**src/rtl/tthbif_cfg_pkg.sv**
```systemverilog
// Shared constants and FSM state type for the tthbif lane-tap configuration parser.
package tthbif_cfg_pkg;

  localparam logic [7:0] OP_WRITE = 8'h57;
  localparam logic [7:0] OP_READ  = 8'h52;

  localparam logic [7:0] RSP_ACK  = 8'h06;
  localparam logic [7:0] RSP_NAK  = 8'h15;

  localparam logic [7:0] ID_VALUE = 8'hA5;

  localparam logic [7:0] ADDR_RX_FLOP_SEL = 8'h00;
  localparam logic [7:0] ADDR_RX_COMB_SEL = 8'h01;
  localparam logic [7:0] ADDR_TX_FLOP_SEL = 8'h02;
  localparam logic [7:0] ADDR_TX_COMB_SEL = 8'h03;
  localparam logic [7:0] ADDR_ID          = 8'h04;
  localparam logic [7:0] ADDR_STATUS      = 8'h05;

  typedef enum logic [1:0] {
    ST_IDLE,
    ST_GET_ADDR,
    ST_GET_DATA,
    ST_RESP
  } state_e;

endpackage

```
**src/rtl/tthbif_cfg_ctrl.sv**
```systemverilog
// UART command parser and tap-select register file for tthbif.
// Optional inter-byte timeout and STATUS.TOUT are built when TTHBIF_CFG_TIMEOUT_EN is defined.
module tthbif_cfg_ctrl
  import tthbif_cfg_pkg::*;
#(
  parameter int SEL_W          = 2,
  parameter int TIMEOUT_CYCLES = 275000
) (
  input  logic             clk_i,
  input  logic             rst_ni,
  input  logic             en_i,
  input  logic             rx_data_valid_i,
  input  logic [7:0]       rx_data_i,
  input  logic             tx_data_ready_i,
  output logic             tx_data_valid_o,
  output logic [7:0]       tx_data_o,
  output logic [SEL_W-1:0] rx_flop_tap_sel_o,
  output logic [SEL_W-1:0] rx_comb_tap_sel_o,
  output logic [SEL_W-1:0] tx_flop_tap_sel_o,
  output logic [SEL_W-1:0] tx_comb_tap_sel_o
);

  localparam int NUM_SEL = 4;

  state_e           state_reg, state_next;
  logic             is_wr_reg, is_wr_next;
  logic [7:0]       addr_reg, addr_next;
  logic [7:0]       tx_data_reg, tx_data_next;
  logic [7:0]       rd_value;
  logic [SEL_W-1:0] sel_val [NUM_SEL];
  logic             wr_en, drop_evt, tout_evt, status_clr, timeout_hit;
  logic             drop_reg, tout_reg;

  for (genvar gi = 0; gi < NUM_SEL; gi++) begin : g_sel
    logic [SEL_W-1:0] sel_reg;
    always_ff @(posedge clk_i) begin
      if (!rst_ni) begin
        sel_reg <= '1;
      end else if (wr_en && addr_reg[1:0] == 2'(gi)) begin
        sel_reg <= rx_data_i[SEL_W-1:0];
      end
    end
    assign sel_val[gi] = sel_reg;
  end

  // Read data is looked up from the address byte as it arrives.
  always_comb begin
    rd_value = RSP_NAK;
    if (rx_data_i < 8'(NUM_SEL)) begin
      rd_value = 8'(sel_val[rx_data_i[1:0]]);
    end else if (rx_data_i == ADDR_ID) begin
      rd_value = ID_VALUE;
    end else if (rx_data_i == ADDR_STATUS) begin
      rd_value = {6'd0, tout_reg, drop_reg};
    end
  end

  always_comb begin
    state_next   = state_reg;
    is_wr_next   = is_wr_reg;
    addr_next    = addr_reg;
    tx_data_next = tx_data_reg;
    wr_en        = 1'b0;
    drop_evt     = 1'b0;
    tout_evt     = 1'b0;
    status_clr   = 1'b0;
    if (!en_i) begin
      state_next = ST_IDLE;
    end else begin
      case (state_reg)
        ST_IDLE: begin
          if (rx_data_valid_i) begin
            if (rx_data_i == OP_WRITE || rx_data_i == OP_READ) begin
              is_wr_next = (rx_data_i == OP_WRITE);
              state_next = ST_GET_ADDR;
            end else begin
              tx_data_next = RSP_NAK;
              state_next   = ST_RESP;
            end
          end
        end
        ST_GET_ADDR: begin
          if (rx_data_valid_i) begin
            addr_next = rx_data_i;
            if (is_wr_reg) begin
              state_next = ST_GET_DATA;
            end else begin
              tx_data_next = rd_value;
              status_clr   = (rx_data_i == ADDR_STATUS);
              state_next   = ST_RESP;
            end
          end else if (timeout_hit) begin
            tout_evt   = 1'b1;
            state_next = ST_IDLE;
          end
        end
        ST_GET_DATA: begin
          if (rx_data_valid_i) begin
            wr_en        = (addr_reg < 8'(NUM_SEL));
            tx_data_next = (addr_reg < 8'(NUM_SEL)) ? RSP_ACK : RSP_NAK;
            state_next   = ST_RESP;
          end else if (timeout_hit) begin
            tout_evt   = 1'b1;
            state_next = ST_IDLE;
          end
        end
        default: begin
          drop_evt = rx_data_valid_i;
          if (tx_data_ready_i) begin
            state_next = ST_IDLE;
          end
        end
      endcase
    end
  end

  always_ff @(posedge clk_i) begin
    if (!rst_ni) begin
      state_reg   <= ST_IDLE;
      is_wr_reg   <= 1'b0;
      addr_reg    <= 8'h00;
      tx_data_reg <= 8'h00;
      drop_reg    <= 1'b0;
    end else begin
      state_reg   <= state_next;
      is_wr_reg   <= is_wr_next;
      addr_reg    <= addr_next;
      tx_data_reg <= tx_data_next;
      // A new event outranks the clear from a STATUS read.
      drop_reg    <= drop_evt | (drop_reg & ~status_clr);
    end
  end

`ifdef TTHBIF_CFG_TIMEOUT_EN
  localparam int               CNT_W    = $clog2(TIMEOUT_CYCLES + 1);
  localparam logic [CNT_W-1:0] CNT_LAST = CNT_W'(TIMEOUT_CYCLES - 1);

  logic [CNT_W-1:0] timer_reg;
  logic             waiting;

  assign waiting = (state_reg == ST_GET_ADDR) || (state_reg == ST_GET_DATA);

  always_ff @(posedge clk_i) begin
    if (!rst_ni) begin
      timer_reg <= '0;
      tout_reg  <= 1'b0;
    end else begin
      if (!en_i || !waiting || rx_data_valid_i) begin
        timer_reg <= '0;
      end else if (timer_reg != '1) begin
        timer_reg <= timer_reg + 1'b1;
      end
      tout_reg <= tout_evt | (tout_reg & ~status_clr);
    end
  end

  assign timeout_hit = waiting && (timer_reg >= CNT_LAST);
`else
  logic unused_timeout;
  assign timeout_hit    = 1'b0;
  assign tout_reg       = 1'b0;
  assign unused_timeout = tout_evt ^ (TIMEOUT_CYCLES > 0);
`endif

  assign tx_data_valid_o   = (state_reg == ST_RESP);
  assign tx_data_o         = tx_data_reg;
  assign rx_flop_tap_sel_o = sel_val[0];
  assign rx_comb_tap_sel_o = sel_val[1];
  assign tx_flop_tap_sel_o = sel_val[2];
  assign tx_comb_tap_sel_o = sel_val[3];

endmodule
```
**config.mk**
```make
export PLATFORM = sky130hd
export DESIGN_NAME = tthbif_cfg_ctrl
export DESIGN_NICKNAME = d
export VERILOG_FILES = /design/src/rtl/tthbif_cfg_pkg.sv /design/src/rtl/tthbif_cfg_ctrl.sv
export SDC_FILE = /design/constraint.sdc
export NUM_CORES = 1
export LEC_CHECK = 0
export ABC_AREA = 1
export BUFFER_PORTS_ARGS = -buffer_cell sky130_fd_sc_hd__buf_2
export CORE_MARGIN = 2
export CORE_UTILIZATION = 30
export CTS_CLUSTER_DIAMETER = 100
export DETAILED_ROUTE_END_ITERATION = 8
export GPL_ROUTABILITY_DRIVEN = 0
export PLACE_DENSITY = 0.47
export SLEW_MARGIN = 25
export SYNTH_ARGS = -nofsm -noshare
export SYNTH_HDL_FRONTEND = slang
export SYNTH_SLANG_ARGS = --single-unit
```
**constraint.sdc**
```tcl
create_clock -name clk_i -period 1.8 [get_ports clk_i]
set_clock_uncertainty 0.15 [all_clocks]
set_input_delay 0.09 -clock clk_i [delete_from_list [all_inputs] [get_ports clk_i]]
set_output_delay 0.09 -clock clk_i [all_outputs]
set_load 0.03 [all_outputs]
```
Word level (Yosys, flattened, before mapping) --
Cells that the tools add are included.
Storage, ports and cells: output and inout bits 17, register bits after elaboration 28, word-level logic and storage cells 75, bits of input ports 13
Operators by class: mux-type cells 29, equality and inequality tests 15, order comparisons 3, bitwise operators 4, reductions and logical operators 15
Operators by type and width (number):
- two-way mux 8 bit | 7
- case mux 8 bit (3 select lines) | 1
- == test 8 x 3 -> 1 bit, second input constant | 2
- == test 8 x 7 -> 1 bit, second input constant | 2
- less-than comparator 8 x 3 -> 1 bit, second input constant | 2
- two-way mux 2 bit | 7
- two-way mux 1 bit | 10
- two-way mux 5 bit | 2
- inequality test 2 bit, second input constant | 5
- == test 2 bit, second input constant | 4
- AND reduction 4 bit | 2
- AND reduction 7 bit | 1
- case mux 2 bit (3 select lines) | 1
- binary-select mux 2 bit (select 2 bit) | 1
- == test 2 x 1 -> 1 bit, second input constant | 2
- logical AND 1 bit | 4
- logical NOT 2 bit | 2
- nonzero test 4 bit | 1
- >= comparator 3 bit, second input constant | 1
- NOT 2 -> 3 bit | 1
- AND reduction 3 bit | 1
- nonzero test 3 bit | 1
- OR reduction 3 bit | 1
- AND reduction 2 bit | 1
- other kinds (4) | 4

Depth between registers and ports, before layout --
Gate-level depths: netlist (run 1).
word-level depth 8, mapped depth 11, mapped depth without buffers 10

Worst setup path after synthesis (run 1) --
OpenSTA, ideal clock, no wires.
path type reg-to-reg, start point reg state_reg[0], end point reg tx_data_reg[0], in the netlist tx_data_o[0], data required time 1.541 ns, slack 0.202 ns, stages on the path, launching flop included 11, arrival time 1.339 ns, path through dfxtp_1 -> inv_1 -> ha_1 -> o21ai_1 -> nand3_1 -> nor2_1 -> nand2_2 -> inv_2 -> nand3_1 -> nand2_1 -> inv_1
Between the ends: longest elaborated chain between the ends 3, elaborated cells between the ends (all ways) 11, classes of those cells eq/ne (7); mux (1); reduce/logical (3)
Ends and longest elaborated chain:
- start, declared | line tthbif_cfg_ctrl.sv:25 | state_e state_reg, state_next;
- start signal, assigned | line tthbif_cfg_ctrl.sv:125 | state_reg <= state_next;
- == test 2 x 1 -> 1 bit (tied with other cells) | line tthbif_cfg_ctrl.sv:70 | case (state_reg)
- inequality test 2 bit (no source line) / nonzero test 3 bit (equally long branches)
- AND reduction 7 bit (no source line)
- end signal, assigned | line tthbif_cfg_ctrl.sv:128 | tx_data_reg <= tx_data_next;
- end, declared | line tthbif_cfg_ctrl.sv:28 | logic [7:0] tx_data_reg, tx_data_next;
Several ways; a longest one is shown, not always the timed one. A chain may end at the register's enable or synchronous reset.

Final worst setup path (run 1) --
start point reg state_reg[1], end point reg tx_data_reg[0], in the netlist tx_data_o[0]
Same word-level chain as after synthesis.

==> run_results.csv, run 1 <==
group,metric,value,unit
sta,final.period_utilization,91.8,%
sta,setup_viol,0,
job,maxCapViolCount,0,
critical_path,criticalPathCategory,"flop to flop",
floorplanning,start_util,30.6,%
synth,yosysUniqueCellTypes,28,
route,drtIter0Drc,56,
synth,synthCells,214,
sta,finalHoldViolCount,1,
global_routing,grt_usage,14.5,%
route,drc_errors,0,
synth,yosys_warnings,0,
critical_path,crit_arrival,1680,ps
finish,mostFrequentLayoutCells,"nand2_1 (50), nor2_1 (28), buf_2 (27), nand3_1 (24), dfxtp_1 (23)",
critical_path,crit_path_end_kind,"flop",
route,wirelength,3490,um
floorplanning,rows,25,
cts,cts-root-buf,"clkbuf_8",
cts,cts.sinks,25,
pwr,p_leak,0.770,nW
cts,clock_latency,270,ps
global_routing,overflow,0,
synth,synth_area,1420,sq um
sta,min_period,1650,ps
place,dpl.cell_count,290,
floorplanning,core,4630,sq um
pwr,power_density,698,nW/um^2
route,vias,1408,
place,io_buffers,27,
sta,fmaxAchievable,0.605,GHz
route,vias_per_cell,4.69,
place,hpwl,2730,um
route,dr.pass1.iters,4,
synth,synth_seq_cells,25,
finish,fillers,521,
min_path,hp-class,"primary input to flop",
outcome,status,"finished, violations left",
finish,post-route-util,36.5,%
finish,areaGrowthSynthToFinish,19.3,%
pwr,irDropWorstVdd,0.434,mV
global_routing,antenna_found_initial,0,
finish,layoutNonFillerInstCount,300,
floorplanning,chipWidth,72.7,um
route,antenna_left,0,
sta,whs,-2.19,ps
sta,slew_viol_final,0,
finish,fin_nets,264,
critical_path,cp.required,1830,ps
cts,cts_tree,"done",
floorplanning,dieArea,5290,sq um
finish,largest_register_ffs,8,
route,wl_per_cell,11.6,um
finish,drive_gt1_share,19.9,%
cts,cts.reportedPaths.clkPinSlew,90,ps
cts,cts_max_path_buffers,2,
floorplanning,io_pins,30,
outcome,violations,"hold timing",
finish,n_antenna_cell,0,
global_routing,grt_pass1_vias,1337,
synth,ys_seq_area_share,35.3,%
pwr,power,1.18,mW
cts,numCtsBuffers,3,
sta,finalSetupTns,0,ps
cts,h-tree-depth,1,
critical_path,startpoint_type,"flop",
finish,final_common_cell,"nand2_1",
finish,seq_area,503,sq um
critical_path,crit_path_max_fanout,4,
global_routing,grt_max_degree,16,
synth,synth.avg_cell_area,6.62,sq um
finish,multi_input_area,764,sq um
global_routing,grt_pass1_wl,6080,um
floorplanning,die_height,72.7,um
==> final cells by class <==
| cell class | instances | area share [%] |
|---|---|---|
| repair buffers | 36 | 12.7 |
| flip-flops and latches | 25 | 29.7 |
| clock buffers | 4 | 2.66 |
| multi-input cells | 156 | 45.2 |
| inverters | 25 | 5.70 |
| well taps | 54 | 3.99 |
==> Yosys cell counts <==
master	n	area share, %
dfxtp_1	25	35
nand3b_1	1	0.53
nand2_2	1	0.44
o21ai_0	6	2.1
nand3_2	3	2.1
nand2_1	50	13
clkinv_1	1	0.26
inv_4	1	0.44
inv_1	21	5.6
buf_6	2	1.6
clkbuf_1	1	0.26
a21boi_0	1	0.53
buf_4	5	2.6
a21oi_1	14	4.9
nor2_2	1	0.44
o21ai_1	3	1.1
o211ai_1	1	0.53
o31ai_1	1	0.53
inv_2	2	0.53
nor2_1	30	7.9
or3_1	1	0.44
nand3_1	24	8.5
ha_1	4	3.5
nand4_1	11	4.9
buf_2	1	0.35
conb_1	1	0.26
nor3_1	1	0.35
nor3_2	1	0.71
==> kinds of logic (layout without fill, tap and decap cells) <==
| group | after synthesis | after routing | synth area share [%] |
|---|---|---|---|
| other cells | 1 | 2 | 0.265 |
| buf+inv | 34 | 65 | 11.7 |
| flops | 25 | 25 | 35.3 |
| fa+ha+maj | 4 | 4 | 3.53 |
| compound gates | 26 | 26 | 9.71 |
| simple gates | 124 | 124 | 39.5 |
==> layer usage <==
layer	GRT usage, %	up-vias	routed length (um)
li1	-	763	-
met1	18.3	611	1690
met2	24.7	30	1600
met3	3.87	4	160
met4	3.09	0	28
met5	0	-	0
==> stage by stage <==
stage	worst slack [ps]	area, sq um
floorplan	202	1420
global placement	76.5	1580
detailed placement	46.5	1580
CTS	27.4	1670
global route	-7.48	1690
finish	148	1690
==> critical path, cell delays in order (launching register included) <==
cell,delay [ps]
dfxtp_2,330
buf_4,130
ha_1,220
o21ai_2,150
nand3_1,100
nor2_2,140
nand2_2,100
inv_2,80
nand3_1,70
nand2_1,60
inv_1,30
==> report_power, final <==
group | switching [mW] | leakage [nW] | internal [mW]
clock | 0.177 | 0.0228 | 0.158
combinational | 0.172 | 0.543 | 0.0875
sequential | 0.0140 | 0.204 | 0.573
total | 0.362 | 0.770 | 0.819
==> what timing repair did <==
action,4_1_cts,5_1_grt
buffers inserted,0,1
gates resized for setup,0,6
setup endpoints to repair,0,8
endpoints found under the hold margin,6,0
hold buffers,5,0
==> final timing paths <==
kind	start	to	slack (ps)	depth (start not counted)
min reg2reg	addr_reg[6]	addr_reg[6]	320	2
max	state_reg[1]	tx_data_o[0]	150	10
max reg2reg	state_reg[1]	tx_data_o[0]	150	10
min	rx_data_i[2]	addr_reg[2]	-2	3
(Power assumes the default switching activity.)
==> run 2: changes to the inputs <==
BUFFER_PORTS_ARGS = not set   (was -buffer_cell sky130_fd_sc_hd__buf_2)
DONT_BUFFER_PORTS = 1   (was not set)
PLACE_DENSITY = 0.42   (was 0.47)
==> run_results.csv, run 2 (same netlist as run 1, synthesis figures left out) <==
group,metric,value,unit
sta,min_period,1680,ps
finish,seq_area,503,sq um
sta,fmaxAchievable,0.595,GHz
finish,design_area,1680,sq um
critical_path,criticalPathCategory,"flop to flop",
global_routing,grt_usage,14.7,%
pwr,p_comb_share,18.8,%
cts,cts_max_path_buffers,2,
floorplanning,start_util,30.6,%
finish,drive_gt1_share,13.3,%
critical_path,cp.required,1790,ps
cts,cts-root-buf,"clkbuf_8",
sta,max-slew-margin-rel,55.9,%
cts,cts.reportedPaths.clkPinSlew,100,ps
critical_path,startpoint_type,"flop",
route,vias_per_cell,5.06,
critical_path,crit_path_end_kind,"flop",
global_routing,grt_pass1_wl,6070,um
pwr,power_switching,372,uW
route,drtIter0Drc,61,
pwr,irDropWorstVdd,0.321,mV
finish,fin_nets,251,
pwr,p_int,811,uW
route,vias,1452,
sta,slew_viol_final,0,
pwr,power_frac_seq,51.3,%
floorplanning,chipWidth,72.7,um
global_routing,overflow,0,
job,maxCapViolCount,0,
cts,post-cts-setup-buffer-count,0,
route,drc_errors,0,
route,dr.pass1.iters,4,
critical_path,crit_chain,"inv_1, ha_1, inv_1, nor3_2, buf_4, nand3_1, nand2_1, nand3_1",
global_routing,antenna_found_initial,0,
floorplanning,rows,25,
finish,n_antenna_cell,0,
sta,finalHoldViolCount,0,
route,wirelength,3710,um
finish,fillers,497,
route,antenna_left,0,
critical_path,crit_arrival,1680,ps
place,io_buffers,0,
cts,numCtsBuffers,3,
finish,largest_register_ffs,8,
sta,final.period_utilization,93.4,%
global_routing,grt_pass1_vias,1353,
cts,h-tree-depth,1,
floorplanning,die_height,72.7,um
global_routing,grt_max_degree,17,
floorplanning,dieArea,5290,sq um
critical_path,critical_path.slowest_cell,"dfxtp_2",
place,place_area,1510,sq um
finish,mostFrequentLayoutCells,"nand2_1 (50), nor2_1 (29), nand3_1 (24), dfxtp_1 (23), inv_1 (20)",
sta,finalSetupTns,0,ps
pwr,swShare,31.4,%
floorplanning,core,4630,sq um
critical_path,slowest_delay,350,ps
sta,setup_viol,0,
cts,clock_latency,270,ps
pwr,power_density,703,nW/um^2
finish,final_common_cell,"nand2_1",
cts,cts_tree,"done",
floorplanning,io_pins,30,
min_path,hp-class,"primary input to flop",
pwr,clkPwrFrac,29.9,%
place,hpwl,2830,um
outcome,status,"finished, final reports clean",
route,wl_per_cell,12.9,um
finish,multi_input_area,764,sq um
cts,cts.sinks,25,
critical_path,crit_path_max_fanout,12,
pwr,p_leak,0.733,nW
sta,tightest_slew,662,ps
critical_path,r2r_slack,120,ps
finish,areaGrowthSynthToFinish,18.7,%
## run 2: per-layer routing
| metal | GRT usage (%) | share of wire, % | vias up |
|---|---|---|---|
| met5 | 0 | 0 | - |
| met4 | 4.32 | 1.7 | 0 |
| met3 | 3.87 | 5.6 | 14 |
| met2 | 27.2 | 50 | 48 |
| met1 | 16.5 | 42 | 649 |
| li1 | - | - | 741 |
## run 2: final timing paths
| check | start | end | depth (start not counted) |
|---|---|---|---|
| max | state_reg[0] | tx_comb_tap_sel_o[1] | 8 |
| min | rx_data_i[6] | is_wr_reg | 5 |
| max reg2reg | state_reg[0] | tx_comb_tap_sel_o[1] | 8 |
| min reg2reg | drop_reg | drop_reg | 2 |
## run 2: stage by stage
stage | hold WS [ps] | instances | power, mW | util (%) | setup slack (ps)
final | 7.12 | 287 | 1.18 | 36.4 | 118
after detailed placement | 33.3 | 272 | 0.808 | 32.6 | 28.6
after CTS | 3.37 | 287 | 1.19 | 36.1 | 13.5
after global placement | 29.6 | 272 | 0.806 | 32.6 | 114
after global routing | 43.6 | 287 | 1.25 | 36.4 | -1.53
after floorplan | 78.4 | 215 | 0.781 | - | 202
## run 2: layout make-up
type,count,area share (%)
inverters,25,5.72
clock inverters,1,0.446
multi-input cells,156,45.4
flip-flops and latches,25,29.9
clock buffers,3,2.45
repair buffers,23,12.0
well taps,54,4.01
## run 2: critical path, delay by kind of cell (launching register included)
kind | cells | cell delay [ps]
DFF | 1 | 350
and+or+nand+nor | 4 | 430
adders and majority gates | 1 | 240
buffers and inverters | 3 | 390
## run 2: timing repair
item / CTS / global route
setup endpoints to repair: 0 / 8
hold buffers: 11 / 0
endpoints found under the hold margin: 24 / 0
gates resized for setup: 0 / 7
## run 2: power by group through the flow
stage | clock network, mW | registers, mW | logic [mW]
after global placement | 0 | 0.618 | 0.188
after detailed placement | 0 | 0.619 | 0.189
after global routing | 0.383 | 0.611 | 0.253
final | 0.354 | 0.607 | 0.222
after CTS | 0.364 | 0.606 | 0.218
after floorplan | 0 | 0.618 | 0.163
==> run 3: changes to the inputs <==
CORE_ASPECT_RATIO = 1.2   (was not set)
GPL_ROUTABILITY_DRIVEN = not set   (was 0)
==> run_results.csv, run 3 (same netlist as run 1, synthesis figures left out) <==
group,metric,value,unit
outcome,status,"finished, final reports clean",
sta,final.period_utilization,94.7,%
place,place_area,1520,sq um
critical_path,startpoint_type,"flop",
place,dpl.cell_count,276,
finish,final_common_cell,"nand2_1",
min_path,hold_path_depth,6,
critical_path,crit_chain,"inv_1, ha_2, buf_4, inv_1, nand2_1, o211ai_1, nor2_1, nand2_1, a21oi_1",
route,drc_errors,0,
critical_path,crit_arrival,1730,ps
floorplanning,dieArea,5290,sq um
sta,fmaxAchievable,0.587,GHz
floorplanning,rows,27,
pwr,power_density,701,nW/um^2
critical_path,cp.required,1820,ps
global_routing,grt_usage,14.8,%
finish,design_area,1690,sq um
floorplanning,io_pins,30,
cts,cts_tree,"done",
route,wirelength,3790,um
place,hpwl,2830,um
sta,min_period,1700,ps
global_routing,antenna_found_initial,0,
job,maxCapViolCount,0,
place,io_buffers,0,
floorplanning,die_height,79.3,um
cts,cts-root-buf,"clkbuf_8",
route,vias_per_cell,4.75,
critical_path,timing.rr.start,"state_reg[1]",
place,place.gp.congestion,0.877,
critical_path,slowest_delay,370,ps
route,drtIter0Drc,45,
global_routing,grt_max_degree,17,
sta,finalHoldViolCount,0,
finish,fillers,534,
finish,fin_nets,251,
global_routing,overflow,0,
critical_path,r2r_end,"state_reg[0]",
min_path,hold_path_end,"is_wr_reg",
sta,max-slew-margin-rel,59.4,%
sta,tightest_slew,609,ps
finish,areaGrowthSynthToFinish,18.9,%
route,antenna_left,0,
cts,cts.sinks,25,
critical_path,r2r_slack,100,ps
pwr,p_leak,0.735,nW
critical_path,crit_path_end_kind,"flop",
route,wl_per_cell,13.0,um
cts,numCtsBuffers,3,
critical_path,crit_family,"flip-flops",
global_routing,grt_pass1_wl,5910,um
finish,n_antenna_cell,0,
critical_path,path_buf_inv,3,
cts,h-tree-depth,1,
sta,setup_viol,0,
floorplanning,core,4560,sq um
finish,largest_register_ffs,8,
pwr,irDropWorstVdd,0.262,mV
critical_path,critical_path.slowest_cell,"dfxtp_2",
sta,rsz0062_at_grt,"yes",
finish,layoutNonFillerInstCount,291,
route,dr.pass1.iters,4,
cts,post-cts-setup-buffer-count,0,
floorplanning,start_util,31.1,%
min_path,hp-class,"primary input to flop",
cts,clock_latency,280,ps
finish,drive_gt1_share,12.9,%
cts,cts.reportedPaths.clkPinSlew,90,ps
critical_path,worstRegToRegCells,9,
min_path,hp-start,"rx_data_i[5]",
finish,mostFrequentLayoutCells,"nand2_1 (50), nor2_1 (29), nand3_1 (24), dfxtp_1 (23), inv_1 (21)",
floorplanning,chipWidth,66.8,um
cts,cts_max_path_buffers,2,
route,vias,1383,
sta,slew_viol_final,0,
global_routing,grt_pass1_vias,1322,
critical_path,criticalPathCategory,"flop to flop",
critical_path,crit_path_max_fanout,9,
## run 3: routing by layer
metal,share of wire (%),GRT usage (%),vias to the layer above
li1,-,-,732
met5,0,0,-
met3,3.6,2.27,7
met1,40,14.9,618
met4,2.1,5.71,0
met2,54,29.3,26
## run 3: what timing repair did
item,4_1_cts,5_1_grt
gates resized for setup,0,6
hold buffers,11,0
endpoints found under the hold margin,24,0
setup endpoints to repair,0,10
## run 3: stage by stage
step           worst slack (ps)  setup TNS, ps  total power [mW]  hold WS, ps  util [%]
2_1_floorplan               202              0             0.781         78.4         -
3_3_place_gp               92.5              0             0.807         29.3      33.2
3_5_place_dp               52.4              0             0.809         34.3      33.2
4_1_cts                    40.8              0              1.19         7.85      36.7
5_1_grt                   -17.7          -50.7              1.24         39.3      37.0
6_report                   95.9              0              1.18         21.6      37.0
## run 3: final cells by class
class | instances | area (sq um) | share of cell area, %
flip-flops and latches | 25 | 503 | 29.8
well taps | 58 | 72.6 | 4.31
clock inverters | 1 | 5.00 | 0.297
repair buffers | 23 | 203 | 12.0
clock buffers | 3 | 41.3 | 2.45
multi-input cells | 156 | 764 | 45.4
inverters | 25 | 96.3 | 5.72
## run 3: where the power goes
group	total, mW	internal (mW)	switching, mW	leakage, nW
registers	0.607	0.574	0.0334	0.204
clock network	0.351	0.156	0.195	0.0255
logic	0.224	0.0801	0.144	0.506
total	1.18	0.809	0.373	0.735
## run 3: worst max path at each step
stage                   end  slack (ps)  cells after the start          from
2_1_floorplan  tx_data_o[0]         200                     10  state_reg[0]
3_3_place_gp   state_reg[0]          90                      9  state_reg[1]
3_5_place_dp   tx_data_o[0]          50                     10  state_reg[1]
4_1_cts        tx_data_o[0]          40                     10  state_reg[1]
5_1_grt        tx_data_o[4]         -20                      9  state_reg[0]
6_report       state_reg[0]         100                      9  state_reg[1]
## run 3: worst min-delay path: stages
cell	delay (ps)
inv_1	20
nand2_1	60
or3_1	100
nand2_1	40
o21ai_0	70
nor2_1	40
